==> src/rtl/data_unshift_if.sv <==
// Byte-sequencer bus: command frame in, one byte at a time out over valid/ready.
// Latency: none (signal bundle only).
// Backpressure: i_tx_byte_ready from the SPI transmitter stalls the byte stream.
//
// Ports (signal bundle):
//   i_tx_data        frame word from PS AXI, MSB byte sent first
//   i_tx_start       single-cycle start strobe
//   o_busy           frame in progress
//   o_tx_done        one-cycle pulse after the last byte is accepted
//   o_tx_byte        byte currently offered to the SPI transmitter
//   o_tx_byte_valid  o_tx_byte is valid
//   i_tx_byte_ready  SPI transmitter accepts the byte this cycle
//
// Modports: master is the sequencer itself (it drives the byte stream),
// slave is everything around it (PS register file and SPI transmitter).
interface data_unshift_if #(
    parameter int TOTAL_DATA_BYTE = 7,
    parameter int DATA_WIDTH      = 8
);
    logic [TOTAL_DATA_BYTE*DATA_WIDTH-1:0] i_tx_data;
    logic                                  i_tx_start;
    logic                                  o_busy;
    logic                                  o_tx_done;
    logic [DATA_WIDTH-1:0]                 o_tx_byte;
    logic                                  o_tx_byte_valid;
    logic                                  i_tx_byte_ready;

    modport master (
        input  i_tx_data,
        input  i_tx_start,
        input  i_tx_byte_ready,
        output o_busy,
        output o_tx_done,
        output o_tx_byte,
        output o_tx_byte_valid
    );

    modport slave (
        output i_tx_data,
        output i_tx_start,
        output i_tx_byte_ready,
        input  o_busy,
        input  o_tx_done,
        input  o_tx_byte,
        input  o_tx_byte_valid
    );
endinterface

==> src/rtl/data_unshift.sv <==
// Transmit byte sequencer: captures a frame on start, emits it MSB byte first.
// Latency: first byte valid 1 cycle after start; BYTE_GAP idle cycles between bytes.
// Backpressure: a byte is held stable (valid high) until i_tx_byte_ready is seen.
//
// Ports:
//   i_clk    system clock, rising edge
//   i_reset  synchronous active-high reset; abandons any frame without done
//   bus      data_unshift_if.master: start/frame in, byte valid/ready out,
//            busy and done status
module data_unshift #(
    parameter int TOTAL_DATA_BYTE = 7,
    parameter int DATA_WIDTH      = 8,
    parameter int BYTE_GAP        = 2
) (
    input  logic              i_clk,
    input  logic              i_reset,
    data_unshift_if.master    bus
);

    localparam int FRAME_W = TOTAL_DATA_BYTE * DATA_WIDTH;

    // Counter widths are fixed: 4 bits covers up to 15 bytes, 8 bits up to 255 gap cycles.
    localparam logic [3:0] LAST_CNT = 4'(TOTAL_DATA_BYTE);
    localparam logic [7:0] GAP_LOAD = (BYTE_GAP > 0) ? 8'(BYTE_GAP - 1) : 8'd0;

    typedef enum logic [1:0] {
        ST_IDLE = 2'd0,
        ST_SEND = 2'd1,
        ST_GAP  = 2'd2,
        ST_DONE = 2'd3
    } state_t;

    state_t               state_q, state_d;
    logic [FRAME_W-1:0]   shreg_q, shreg_d;
    logic [3:0]           byte_cnt_q, byte_cnt_d;
    logic [7:0]           gap_cnt_q, gap_cnt_d;
    logic                 xfer;

    // A byte moves only while it is being offered; ready is ignored otherwise.
    assign xfer = (state_q == ST_SEND) && bus.i_tx_byte_ready;

    // ------------------------------------------------------------------
    // State register
    // ------------------------------------------------------------------
    always_ff @(posedge i_clk) begin
        if (i_reset) begin
            state_q    <= ST_IDLE;
            shreg_q    <= '0;
            byte_cnt_q <= '0;
            gap_cnt_q  <= '0;
        end else begin
            state_q    <= state_d;
            shreg_q    <= shreg_d;
            byte_cnt_q <= byte_cnt_d;
            gap_cnt_q  <= gap_cnt_d;
        end
    end

    // ------------------------------------------------------------------
    // Next-state logic
    // ------------------------------------------------------------------
    always_comb begin
        state_d    = state_q;
        shreg_d    = shreg_q;
        byte_cnt_d = byte_cnt_q;
        gap_cnt_d  = gap_cnt_q;

        case (state_q)
            ST_IDLE: begin
                // Frame is captured here only; later changes on i_tx_data are
                // invisible to the frame in flight.
                if (bus.i_tx_start) begin
                    shreg_d    = bus.i_tx_data;
                    byte_cnt_d = '0;
                    gap_cnt_d  = '0;
                    state_d    = ST_SEND;
                end
            end

            ST_SEND: begin
                if (xfer) begin
                    // Zero fill: after the last byte the register is empty,
                    // so nothing stale is left behind for the idle period.
                    shreg_d    = shreg_q << DATA_WIDTH;
                    byte_cnt_d = byte_cnt_q + 4'd1;
                    if (byte_cnt_d == LAST_CNT) begin
                        state_d = ST_DONE;
                    end else if (BYTE_GAP > 0) begin
                        gap_cnt_d = GAP_LOAD;
                        state_d   = ST_GAP;
                    end else begin
                        // Zero gap: next byte offered straight away.
                        state_d = ST_SEND;
                    end
                end
            end

            ST_GAP: begin
                // Counter starts at BYTE_GAP-1 so the gap lasts exactly BYTE_GAP cycles.
                if (gap_cnt_q == 8'd0) begin
                    state_d = ST_SEND;
                end else begin
                    gap_cnt_d = gap_cnt_q - 8'd1;
                end
            end

            ST_DONE: begin
                // Start is ignored here too; a new frame needs a cycle of IDLE.
                byte_cnt_d = '0;
                state_d    = ST_IDLE;
            end

            default: begin
                state_d = ST_IDLE;
            end
        endcase
    end

    // ------------------------------------------------------------------
    // Outputs, decoded from registered state only
    // ------------------------------------------------------------------
    assign bus.o_busy          = (state_q != ST_IDLE);
    assign bus.o_tx_byte_valid = (state_q == ST_SEND);
    assign bus.o_tx_done       = (state_q == ST_DONE);
    // Byte bus is forced to zero while not offered so the line is quiet in gaps.
    assign bus.o_tx_byte       = (state_q == ST_SEND) ? shreg_q[FRAME_W-1 -: DATA_WIDTH]
                                                      : '0;

endmodule

==> src/flat_wrapper.sv <==
// flat-port wrapper written by rule: the top's interface ports become plain ports
module data_unshift_flat 
#(
    parameter int TOTAL_DATA_BYTE = 7,
    parameter int DATA_WIDTH      = 8,
    parameter int BYTE_GAP        = 2
)
  (i_clk, i_reset, bus_i_tx_data, bus_i_tx_start, bus_i_tx_byte_ready, bus_o_busy, bus_o_tx_done, bus_o_tx_byte, bus_o_tx_byte_valid);
  data_unshift_if #(.TOTAL_DATA_BYTE(TOTAL_DATA_BYTE), .DATA_WIDTH(DATA_WIDTH)) bus_i ();
  input  logic i_clk;
  input  logic i_reset;
  input wire logic [$bits(bus_i.i_tx_data)-1:0] bus_i_tx_data;
  input wire logic [$bits(bus_i.i_tx_start)-1:0] bus_i_tx_start;
  input wire logic [$bits(bus_i.i_tx_byte_ready)-1:0] bus_i_tx_byte_ready;
  output wire logic [$bits(bus_i.o_busy)-1:0] bus_o_busy;
  output wire logic [$bits(bus_i.o_tx_done)-1:0] bus_o_tx_done;
  output wire logic [$bits(bus_i.o_tx_byte)-1:0] bus_o_tx_byte;
  output wire logic [$bits(bus_i.o_tx_byte_valid)-1:0] bus_o_tx_byte_valid;
  assign bus_i.i_tx_data = bus_i_tx_data;
  assign bus_i.i_tx_start = bus_i_tx_start;
  assign bus_i.i_tx_byte_ready = bus_i_tx_byte_ready;
  assign bus_o_busy = bus_i.o_busy;
  assign bus_o_tx_done = bus_i.o_tx_done;
  assign bus_o_tx_byte = bus_i.o_tx_byte;
  assign bus_o_tx_byte_valid = bus_i.o_tx_byte_valid;
  data_unshift #(.TOTAL_DATA_BYTE(TOTAL_DATA_BYTE), .DATA_WIDTH(DATA_WIDTH), .BYTE_GAP(BYTE_GAP)) u_core (.i_clk(i_clk), .i_reset(i_reset), .bus(bus_i));
endmodule
==> config.mk <==
export PLATFORM = sky130hd
export DESIGN_NAME = data_unshift_flat
export DESIGN_NICKNAME = d
export VERILOG_FILES = /design/src/rtl/data_unshift_if.sv /design/src/rtl/data_unshift.sv /design/src/flat_wrapper.sv
export SDC_FILE = /design/constraint.sdc
export NUM_CORES = 1
export LEC_CHECK = 0
export BUFFER_PORTS_ARGS = -buffer_cell sky130_fd_sc_hd__buf_2
export CAP_MARGIN = 25
export CORE_ASPECT_RATIO = 1.5
export CORE_UTILIZATION = 25
export DETAILED_ROUTE_END_ITERATION = 8
export PLACE_DENSITY = 0.49
export SYNTH_ARGS = -nofsm -noshare
export SYNTH_HDL_FRONTEND = slang
export SYNTH_SLANG_ARGS = --single-unit
==> constraint.sdc <==
create_clock -name i_clk -period 3.7 [get_ports i_clk]
set_input_delay 1.11 -clock i_clk [delete_from_list [all_inputs] [get_ports i_clk]]
set_output_delay 1.11 -clock i_clk [all_outputs]
set_load 0.01 [all_outputs]
Word level (Yosys, flattened, before mapping)
Cells that the tools add are included.
{ "totals": {"register_bits": 70, "in_bits": 60, "output_inout_bits": 11, "word_cells": 43} }
{ "classes": {"addsub": 2, "n_eq_ne": 9, "muxes": 17, "n_reduce_logical": 11} }
{ "op_table": {"columns": ["op", "n"], "rows": [
  ["$mux 56", 2],
  ["$pmux 56 s2", 1],
  ["$mux 8", 5],
  ["$pmux 8 s3", 1],
  ["$pmux 4 s3", 1],
  ["$reduce_and 3->1", 3],
  ["$logic_not 8->1", 1],
  ["$mux 4", 2],
  ["$pmux 2 s4", 1],
  ["$sub 8x1->8 const B", 1],
  ["$mux 2", 3],
  ["$ne 2x2->1 const B", 3],
  ["$reduce_bool 3->1", 2],
  ["$reduce_and 5->1", 1],
  ["$add 4x1->4 const B", 1],
  ["$eq 2x2->1 const B", 2],
  ["$eq 4x3->1 const B", 1],
  ["$ne 2x1->1 const B", 2],
  ["$reduce_bool 2->1", 2],
  ["$eq 2x1->1 const B", 1],
  ["$logic_not 2->1", 1],
  ["$logic_and 1x1->1", 1],
  ["$mux 1", 1]
]} }

Logic depth before layout (Yosys ltp)
Gate-level depths: netlist of run 1.
{ "depth": {"depth_word": 5, "ltp_mapped": 10, "mapped_depth_nobuf": 7} }

Least setup slack after synthesis of run 1
No wires, ideal clock.
{ "synth_path": {"kind": "register to output", "startpoint": "register u_core.state_q[1]", "endpoint": "output port bus_o_tx_byte[0]", "arrival_ns": 1.179, "path_slack_ns": 1.411, "stages_incl_launch_ff": 6, "path_cell_list": "dfxtp_1 -> inv_1 -> ha_1 -> buf_2 -> clkbuf_1 -> and2_1"} }
{ "synth_between": {"elab_chain_cells": 2} }
{ "synth_rtl": {"columns": ["element", "line_no", "rtl"], "rows": [
  ["start: declaration", "data_unshift.sv:33", "state_t state_q, state_d;"],
  ["start signal: assignment", "data_unshift.sv:52", "state_q <= state_d;"],
  ["$eq 2x1->1", null, null],
  ["net bus_o_tx_byte_valid", "flat_wrapper.sv:18", "output wire logic [$bits(bus_i.o_tx_byte_valid)-1:0] bus_o_tx_byte_valid;"],
  ["$mux 8", "data_unshift.sv:126", "assign bus.o_tx_byte = (state_q == ST_SEND) ? shreg_q[FRAME_W-1 -: DATA_WIDTH]"],
  ["end: declaration", "flat_wrapper.sv:17", "output wire logic [$bits(bus_i.o_tx_byte)-1:0] bus_o_tx_byte;"]
]} }
The timed path passes the listed nets, and every way through them passes these cells.

Final worst setup path of run 1
{ "layout_path": {"startpoint": "register u_core.state_q[1]", "endpoint": "output port bus_o_tx_byte_valid"} }
{ "layout_between": {"elab_chain_cells": 1} }
{ "layout_rtl": {"columns": ["element", "line_no", "rtl"], "rows": [
  ["$eq 2x1->1", "data_unshift.sv:123", "assign bus.o_tx_byte_valid = (state_q == ST_SEND);"],
  ["end: declaration", "flat_wrapper.sv:18", null]
]} }
No other way between the ends.

==> results of run 1 <==
-- sequential cells by signal, indices dropped and copies added, names as in the netlist --
signal / cells
u_core.gap_cnt_q: 8
u_core.state_q: 2
u_core.shreg_q: 56
u_core.byte_cnt_q: 4
-- layer usage --
metal | global-route usage | part of all wire | up-vias
met5 | 0 | 0 | -
met1 | 0.152 | 0.46 | 1276
met4 | 0.0627 | 0.020 | 0
met2 | 0.191 | 0.47 | 82
li1 | - | - | 1497
met3 | 0.0307 | 0.052 | 13
-- stage by stage --
step | hold slack [ns] | instances | area, µm² | worst slack, ns
2_1_floorplan | 0.432 | 377 | 3350 | 1.41
5_1_grt | 0.480 | 598 | 4120 | 0.783
6_report | 0.450 | 598 | 4120 | 0.893
3_5_place_dp | 0.445 | 583 | 3860 | 1.17
4_1_cts | 0.452 | 598 | 4120 | 0.841
3_3_place_gp | 0.440 | 583 | 3860 | 1.19
-- placed cells by master, fill, tap and decap left out, types with 2 or more instances in the layout --
cell | synthesis | final
sky130_fd_sc_hd__buf_2 | 4 | 70
sky130_fd_sc_hd__dfxtp_1 | 70 | 70
sky130_fd_sc_hd__o311ai_0 | 2 | 2
sky130_fd_sc_hd__nand2_1 | 15 | 15
sky130_fd_sc_hd__clkbuf_16 | 0 | 9
sky130_fd_sc_hd__a21oi_1 | 19 | 18
sky130_fd_sc_hd__mux2i_1 | 49 | 49
sky130_fd_sc_hd__clkinv_4 | 0 | 2
sky130_fd_sc_hd__clkinv_2 | 0 | 3
sky130_fd_sc_hd__and2_1 | 10 | 10
sky130_fd_sc_hd__nand3_1 | 15 | 15
sky130_fd_sc_hd__ha_1 | 8 | 7
sky130_fd_sc_hd__nor3_1 | 6 | 6
sky130_fd_sc_hd__inv_1 | 11 | 11
sky130_fd_sc_hd__a21o_1 | 2 | 2
sky130_fd_sc_hd__nand4_1 | 2 | 2
sky130_fd_sc_hd__nor2_1 | 59 | 59
sky130_fd_sc_hd__nor4b_1 | 2 | 2
sky130_fd_sc_hd__o31ai_1 | 7 | 7
sky130_fd_sc_hd__a211oi_1 | 48 | 48
sky130_fd_sc_hd__o21ai_0 | 3 | 3
sky130_fd_sc_hd__buf_4 | 0 | 4
-- path summary, 6_finish.rpt --
| check | from | to | slack (ns) | cells past startpoint |
|---|---|---|---|---|
| worst max register to register | u_core.state_q[1] | u_core.gap_cnt_q[3] | 1.18 | 7 |
| worst min-delay path | u_core.shreg_q[1] | u_core.shreg_q[1] | 0.45 | 2 |
| worst min register to register | u_core.shreg_q[1] | u_core.shreg_q[1] | 0.45 | 2 |
| worst max-delay path | u_core.state_q[1] | bus_o_tx_byte_valid | 0.89 | 4 |
-- where the power goes --
group | leakage (nW) | switching, W | internal [W]
Combinational | 0.977 | 0.000604 | 0.000429
Clock | 0.131 | 0.000325 | 0.000448
Sequential | 0.577 | 0.000114 | 0.000981
Total | 1.69 | 0.00104 | 0.00186
-- kinds of logic after synthesis --
| kind of cell | Yosys count | synth area share |
|---|---|---|
| compound gates | 94 | 0.199 |
| flops | 70 | 0.419 |
| fa+ha+maj | 8 | 0.0299 |
| buf+inv | 40 | 0.0464 |
| simple gates | 116 | 0.159 |
| mux | 49 | 0.147 |
-- worst max-delay path, delay by kind of cell (launching register included) --
family / cells / cell delay (ns)
adders and majority gates: 1 / 0.50
buffers and inverters: 3 / 0.53
DFF: 1 / 0.33
-- area by class of cell --
cell class                      count  area, µm²  area share
Clock inverter                      6       40.0     0.00971
Inverter                           12       45.0      0.0109
Tap cell                          159        199      0.0482
Clock buffer                        9        225      0.0546
Multi-Input combinational cell    267       1810       0.440
Timing Repair Buffer               75        400      0.0971
Sequential cell                    70       1400       0.340
==> metrics.sh, run 1 <==
AREAGROWTHSYNTHTOFINISH_PCT=23.3
RUN_STATUS='complete, no violations'
TIMING.CRITICAL_PATH.SLOWEST_CELL_DELAY_NS=0.50
POWER.TOTAL_W=0.00290
TIMING.FINAL.CRIT_PERIOD_NS=2.81
SYN_AREA_PER_CELL_UM2=8.87
SYNTH.MOST_COMMON_CELL='sky130_fd_sc_hd__dfxtp_1'
GR-TOTAL-OVERFLOW=0
POST_SYNTH_MAIN_AREA_CONTRIBUTORS='sky130_fd_sc_hd__dfxtp_1 (42%), sky130_fd_sc_hd__mux2i_1 (15%), sky130_fd_sc_hd__a211oi_1 (11%), sky130_fd_sc_hd__nor2_1 (6.6%), sky130_fd_sc_hd__ha_1 (3.0%)'
SYNTH_AREA_MM2=0.00335
YOSYSTOPAREACELLSHARE=0.419
POST_SYNTH_EDFFS=0
VIA_COUNT_OF_THE_FIRST_GLOBAL_ROUTING_PASS=2700
FMAX_MHz=356
SYN_NETS=445
CTS.HTREE.LEVELS=3
VIAS_PER_CELL=4.80
WORSTSETUPSTARTPOINTTYPE='register'
FINAL_HOLD_VIOL_COUNT=0
FINAL_ESTIMATED_ROUTING_CONGESTION_IN_GLOBAL_PLACEMENT=0.798
DR_DRC_COUNT=0
CTSRESIZECOUNT=0
COUNT_OF_FINAL_SETUP_VIOLATORS=0
TRITONCTS='yes'
CHIPWIDTH_UM=96.5
FP.DIEH_UM=144
SYNTH_FLOP_CELL='sky130_fd_sc_hd__dfxtp_1'
POST_SYNTH_NUM_CELL_TYPES=41
PIN_COUNT=71
YS_FF_LATCH=70
WORSTSETUPENDPOINTTYPE='primary output'
FINAL_NET_COUNT=503
SEQ_AREA_FRAC_SYNTH=0.419
DRIVE_ABOVE_1_SHARE=0.219
WORSTPATHMAXFANOUT=37
VDD_IR_DROP_MAX_uV=778
CLOCK_SINK_COUNT=70
UTILIZATION=0.317
FINAL.FILL_COUNT=1441
SYNTHCELLS=377
CTS_INSERTED_BUFFERS=9
VIAS=2868
MAXIMUM_CLOCK_INSERTION_BUFFER_COUNT=2
FLOORPLAN.ROWS=51
DETAILEDPLACEMENTHPWL_UM=5540
TRACK_USAGE=0.122
FIRST_PASS_GRT_WIRE_LENGTH_UM=13000
YS.WARNINGS.COUNT=0
GRT_ANTENNA_BEFORE_REPAIR=0
COMMONEST_CELLS_POST_SYNTH='sky130_fd_sc_hd__dfxtp_1 (70), sky130_fd_sc_hd__nor2_1 (59), sky130_fd_sc_hd__mux2i_1 (49)'
HOLD_BUFFERS=0
DRV.MAX_CAP_VIOLATION_COUNT=0
LAYOUT_WORST_PATH_CYCLE_SHARE=0.759
TIMING.CRITICAL_PATH.REQUIRED_NS=2.59
FLOORPLAN.CORE_AREA_MM2=0.0130
GRT_SETUP_UNREPAIRED='no'
POSTROUTEWIRELENGTH_UM=8010
POWER.STATIC_LEAKAGE_nW=1.69
CRIT_PATH_CELL_TRACE='inv_1 > ha_4 > buf_4 > buf_2'
INITIALDRTVIOLATIONCOUNT=60
CTS_SETUP_BUFFERS=0
PIN_COUNT_OF_THE_BIGGEST_NET_ENTERING_GLOBAL_ROUTING=105
WL_PER_CELL_UM=13.4
CRITICALPATHCATEGORY='register to primary output'
WORST_MAX_SLEW_MARGIN_EXPRESSED_RELATIVE_TO_THE_LIMIT=0.424
POWER.DENSITY_mW_PER_MM2=704
TNS_NS=0
CRITPATHARRIVALTIME_NS=1.70
SYNTHDOMINANTAREACELLTYPE='sky130_fd_sc_hd__dfxtp_1'
PORT_BUFFERS=70
HP-CLASS='register to register'
INITIAL_CORE_UTIL=0.257
CLK_PIN_SLEW_WORST_PATHS_NS=0.06
WORST_SLEW_PIN_SLEW_NS=0.857
N_ANTENNA_CELL=0
DIE_AR_MM2=0.0139
SYNTHARSTFLOPSHARE=0
ROUTE.ANTENNA.REMAINING_NETS=0
CLOCK_SKEW_NS=0.00366
NUMBER_OF_PINS_EXCEEDING_THEIR_MAX_SLEW_LIMIT_IN_THE_FINAL_REPORT=0
CTSROOTBUFFERMASTER='sky130_fd_sc_hd__clkbuf_16'
WORST_PATH_MAX_DELAY_CELL='sky130_fd_sc_hd__ha_4'
DRT_PASS1_ITERATIONS=4
INSERTION_DELAY_NS=0.33
(Power assumes the default switching activity.)
==> inputs of run 2 (changes only) <==
Settings changed: PLACE_DENSITY 0.49 to 0.5.
Clock period 3.7 ns to 2.5 ns, I/O delays scaled along.
==> metrics.sh, run 2 (synthesis gave the netlist of run 1 again) <==
HP-CLASS='register to register'
MAXIMUM_CLOCK_INSERTION_BUFFER_COUNT=2  # unchanged
INSERTION_DELAY_NS=0.33  # about the same
VIA_COUNT_OF_THE_FIRST_GLOBAL_ROUTING_PASS=2727  # +1.0%
FINAL_HOLD_VIOL_COUNT=0  # unchanged
N_ANTENNA_CELL=0  # unchanged
POWER.STATIC_LEAKAGE_nW=1.73  # +2.5%
TNS_NS=0  # unchanged
WORSTSETUPENDPOINTTYPE='register'
GR-TOTAL-OVERFLOW=0  # unchanged
HOLD_BUFFERS=0  # unchanged
LARGEST_REGISTER_FF_COUNT=56  # unchanged
CTS.HTREE.LEVELS=3  # unchanged
AREAGROWTHSYNTHTOFINISH_PCT=25.5
FLOORPLAN.ROWS=51  # unchanged
FINAL_NET_COUNT=508  # +0.99%
DRIVE_ABOVE_1_SHARE=0.225  # +0.00604
WORSTSETUPSTARTPOINTTYPE='register'
WORSTPATHMAXFANOUT=8  # -78%
DETAILEDPLACEMENTHPWL_UM=5950  # +7.4%
WORST_MAX_SLEW_MARGIN_EXPRESSED_RELATIVE_TO_THE_LIMIT=0.446  # +0.0224
CTSROOTBUFFERMASTER='sky130_fd_sc_hd__clkbuf_16'
PIN_COUNT=71  # unchanged
NUMBER_OF_PINS_EXCEEDING_THEIR_MAX_SLEW_LIMIT_IN_THE_FINAL_REPORT=0  # unchanged
PIN_COUNT_OF_THE_BIGGEST_NET_ENTERING_GLOBAL_ROUTING=55  # -48%
CRITPATHARRIVALTIME_NS=2.52  # +0.82 ns
DRV.MAX_CAP_VIOLATION_COUNT=0  # unchanged
AREA.SEQUENTIAL_MM2=0.00140  # unchanged
DPL_CELL_AREA_MM2=0.00391  # +1.2%
CRITICALPATHCATEGORY='register to register'
WORST_SLEW_PIN_SLEW_NS=0.824  # -0.0334 ns
LAYOUT_SETUP_WS_NS=0.240  # -0.653 ns
FINAL.FILL_COUNT=1411  # -2.1%
WORST_SLACK_AT_PLACEMENT_NS=0.286  # -0.880 ns
FLOORPLAN.CORE_AREA_MM2=0.0130  # unchanged
PORT_BUFFERS=70  # unchanged
FINAL_ESTIMATED_ROUTING_CONGESTION_IN_GLOBAL_PLACEMENT=0.813  # +1.8%
TIMING.FINAL.CRIT_PERIOD_NS=2.26
REG.LARGEST.LIST='u_core.shreg_q (56), u_core.gap_cnt_q (8), u_core.byte_cnt_q (4)'
FMAX_MHz=443
CLOCK_SINK_COUNT=70  # unchanged
WL_PER_CELL_UM=14.1  # +5.6%
INITIALDRTVIOLATIONCOUNT=87  # +45%
VIAS_PER_CELL=4.81  # +0.32%
FP.DIEH_UM=144  # unchanged
POWER.TOTAL_W=0.00444  # +53%
POWER.DENSITY_mW_PER_MM2=1060  # +50%
MULTIINPUTGATEAREA_MM2=0.00181  # unchanged
ROUTE.ANTENNA.REMAINING_NETS=0  # unchanged
RUN_STATUS='complete, no violations'
UTILIZATION=0.323  # +0.00586
FINAL_CELL_MIX='sky130_fd_sc_hd__buf_2 (70), sky130_fd_sc_hd__dfxtp_1 (70), sky130_fd_sc_hd__nor2_1 (59)'
GRT_ANTENNA_BEFORE_REPAIR=0  # unchanged
FIRST_PASS_GRT_WIRE_LENGTH_UM=13400  # +2.7%
DRT_PASS1_ITERATIONS=4  # unchanged
COUNT_OF_FINAL_SETUP_VIOLATORS=0  # unchanged
TIMING.CRITICAL_PATH.REQUIRED_NS=2.76  # +0.17 ns
CLK_PIN_SLEW_WORST_PATHS_NS=0.06  # about the same
CTS_INSERTED_BUFFERS=9  # unchanged
VDD_IR_DROP_MAX_uV=498  # -36%
CLOCK_SKEW_NS=0.00943  # +0.00577 ns
TRACK_USAGE=0.128  # +0.00553
LAYOUT_WORST_PATH_CYCLE_SHARE=0.904
TRITONCTS='yes'
POSTROUTEWIRELENGTH_UM=8540  # +6.6%
DR_DRC_COUNT=0  # unchanged
INITIAL_CORE_UTIL=0.257  # unchanged
GRT_SETUP_UNREPAIRED='no'
FINAL_AREA_MM2=0.00420  # +1.9%
DIE_AR_MM2=0.0139  # unchanged
VIAS=2906  # +1.3%
CHIPWIDTH_UM=96.5  # unchanged
MAX_FLOP_REGISTER='u_core.shreg_q'
## run 2: power breakdown
part / total, W / internal (W) / switching [W]
Clock: 0.00120 / 0.000725 / 0.000471
Combinational: 0.00161 / 0.000691 / 0.000918
Sequential: 0.00163 / 0.00145 / 0.000179
Total: 0.00444 / 0.00287 / 0.00157
## run 2: routing by layer
layer,share of wire,track usage,wire length (µm),vias up
li1,-,-,-,1508
met1,0.44,0.145,3750,1323
met2,0.49,0.222,4220,64
met3,0.047,0.0212,398,11
met4,0.020,0.0704,170,0
met5,0,0,0,-
## run 2: layout make-up
type,instances,area share
multi-input cells,267,0.432
flip-flops and latches,70,0.334
inverters,12,0.0107
repair buffers,80,0.110
clock inverters,3,0.00447
well taps,159,0.0474
clock buffers,13,0.0620
## run 2: worst paths after layout
check / startpoint / slack [ns] / cells past startpoint / end
max: u_core.state_q[1] / 0.24 / 9 / u_core.gap_cnt_q[3]
min: u_core.shreg_q[2] / 0.45 / 2 / u_core.shreg_q[2]
max reg2reg: u_core.state_q[1] / 0.24 / 9 / u_core.gap_cnt_q[3]
min reg2reg: u_core.shreg_q[2] / 0.45 / 2 / u_core.shreg_q[2]
## run 2: timing repair
item,CTS,global route
resized for setup,0,0
setup buffers,0,2
setup endpoints to repair,0,4
## run 2: metrics by stage
step,hold slack (ns),instances
2_1_floorplan,0.432,377
3_3_place_gp,0.442,586
3_5_place_dp,0.446,586
4_1_cts,0.452,602
5_1_grt,0.476,604
6_report,0.452,604
## run 2: critical path: stages, from the launching register on
cell,delay (ns)
sky130_fd_sc_hd__dfxtp_1,0.37
sky130_fd_sc_hd__inv_1,0.10
sky130_fd_sc_hd__ha_4,0.20
sky130_fd_sc_hd__buf_4,0.17
sky130_fd_sc_hd__inv_2,0.06
sky130_fd_sc_hd__o22ai_1,0.07
sky130_fd_sc_hd__buf_4,0.16
sky130_fd_sc_hd__a211o_1,0.36
sky130_fd_sc_hd__or4_1,0.54
sky130_fd_sc_hd__a21oi_1,0.15
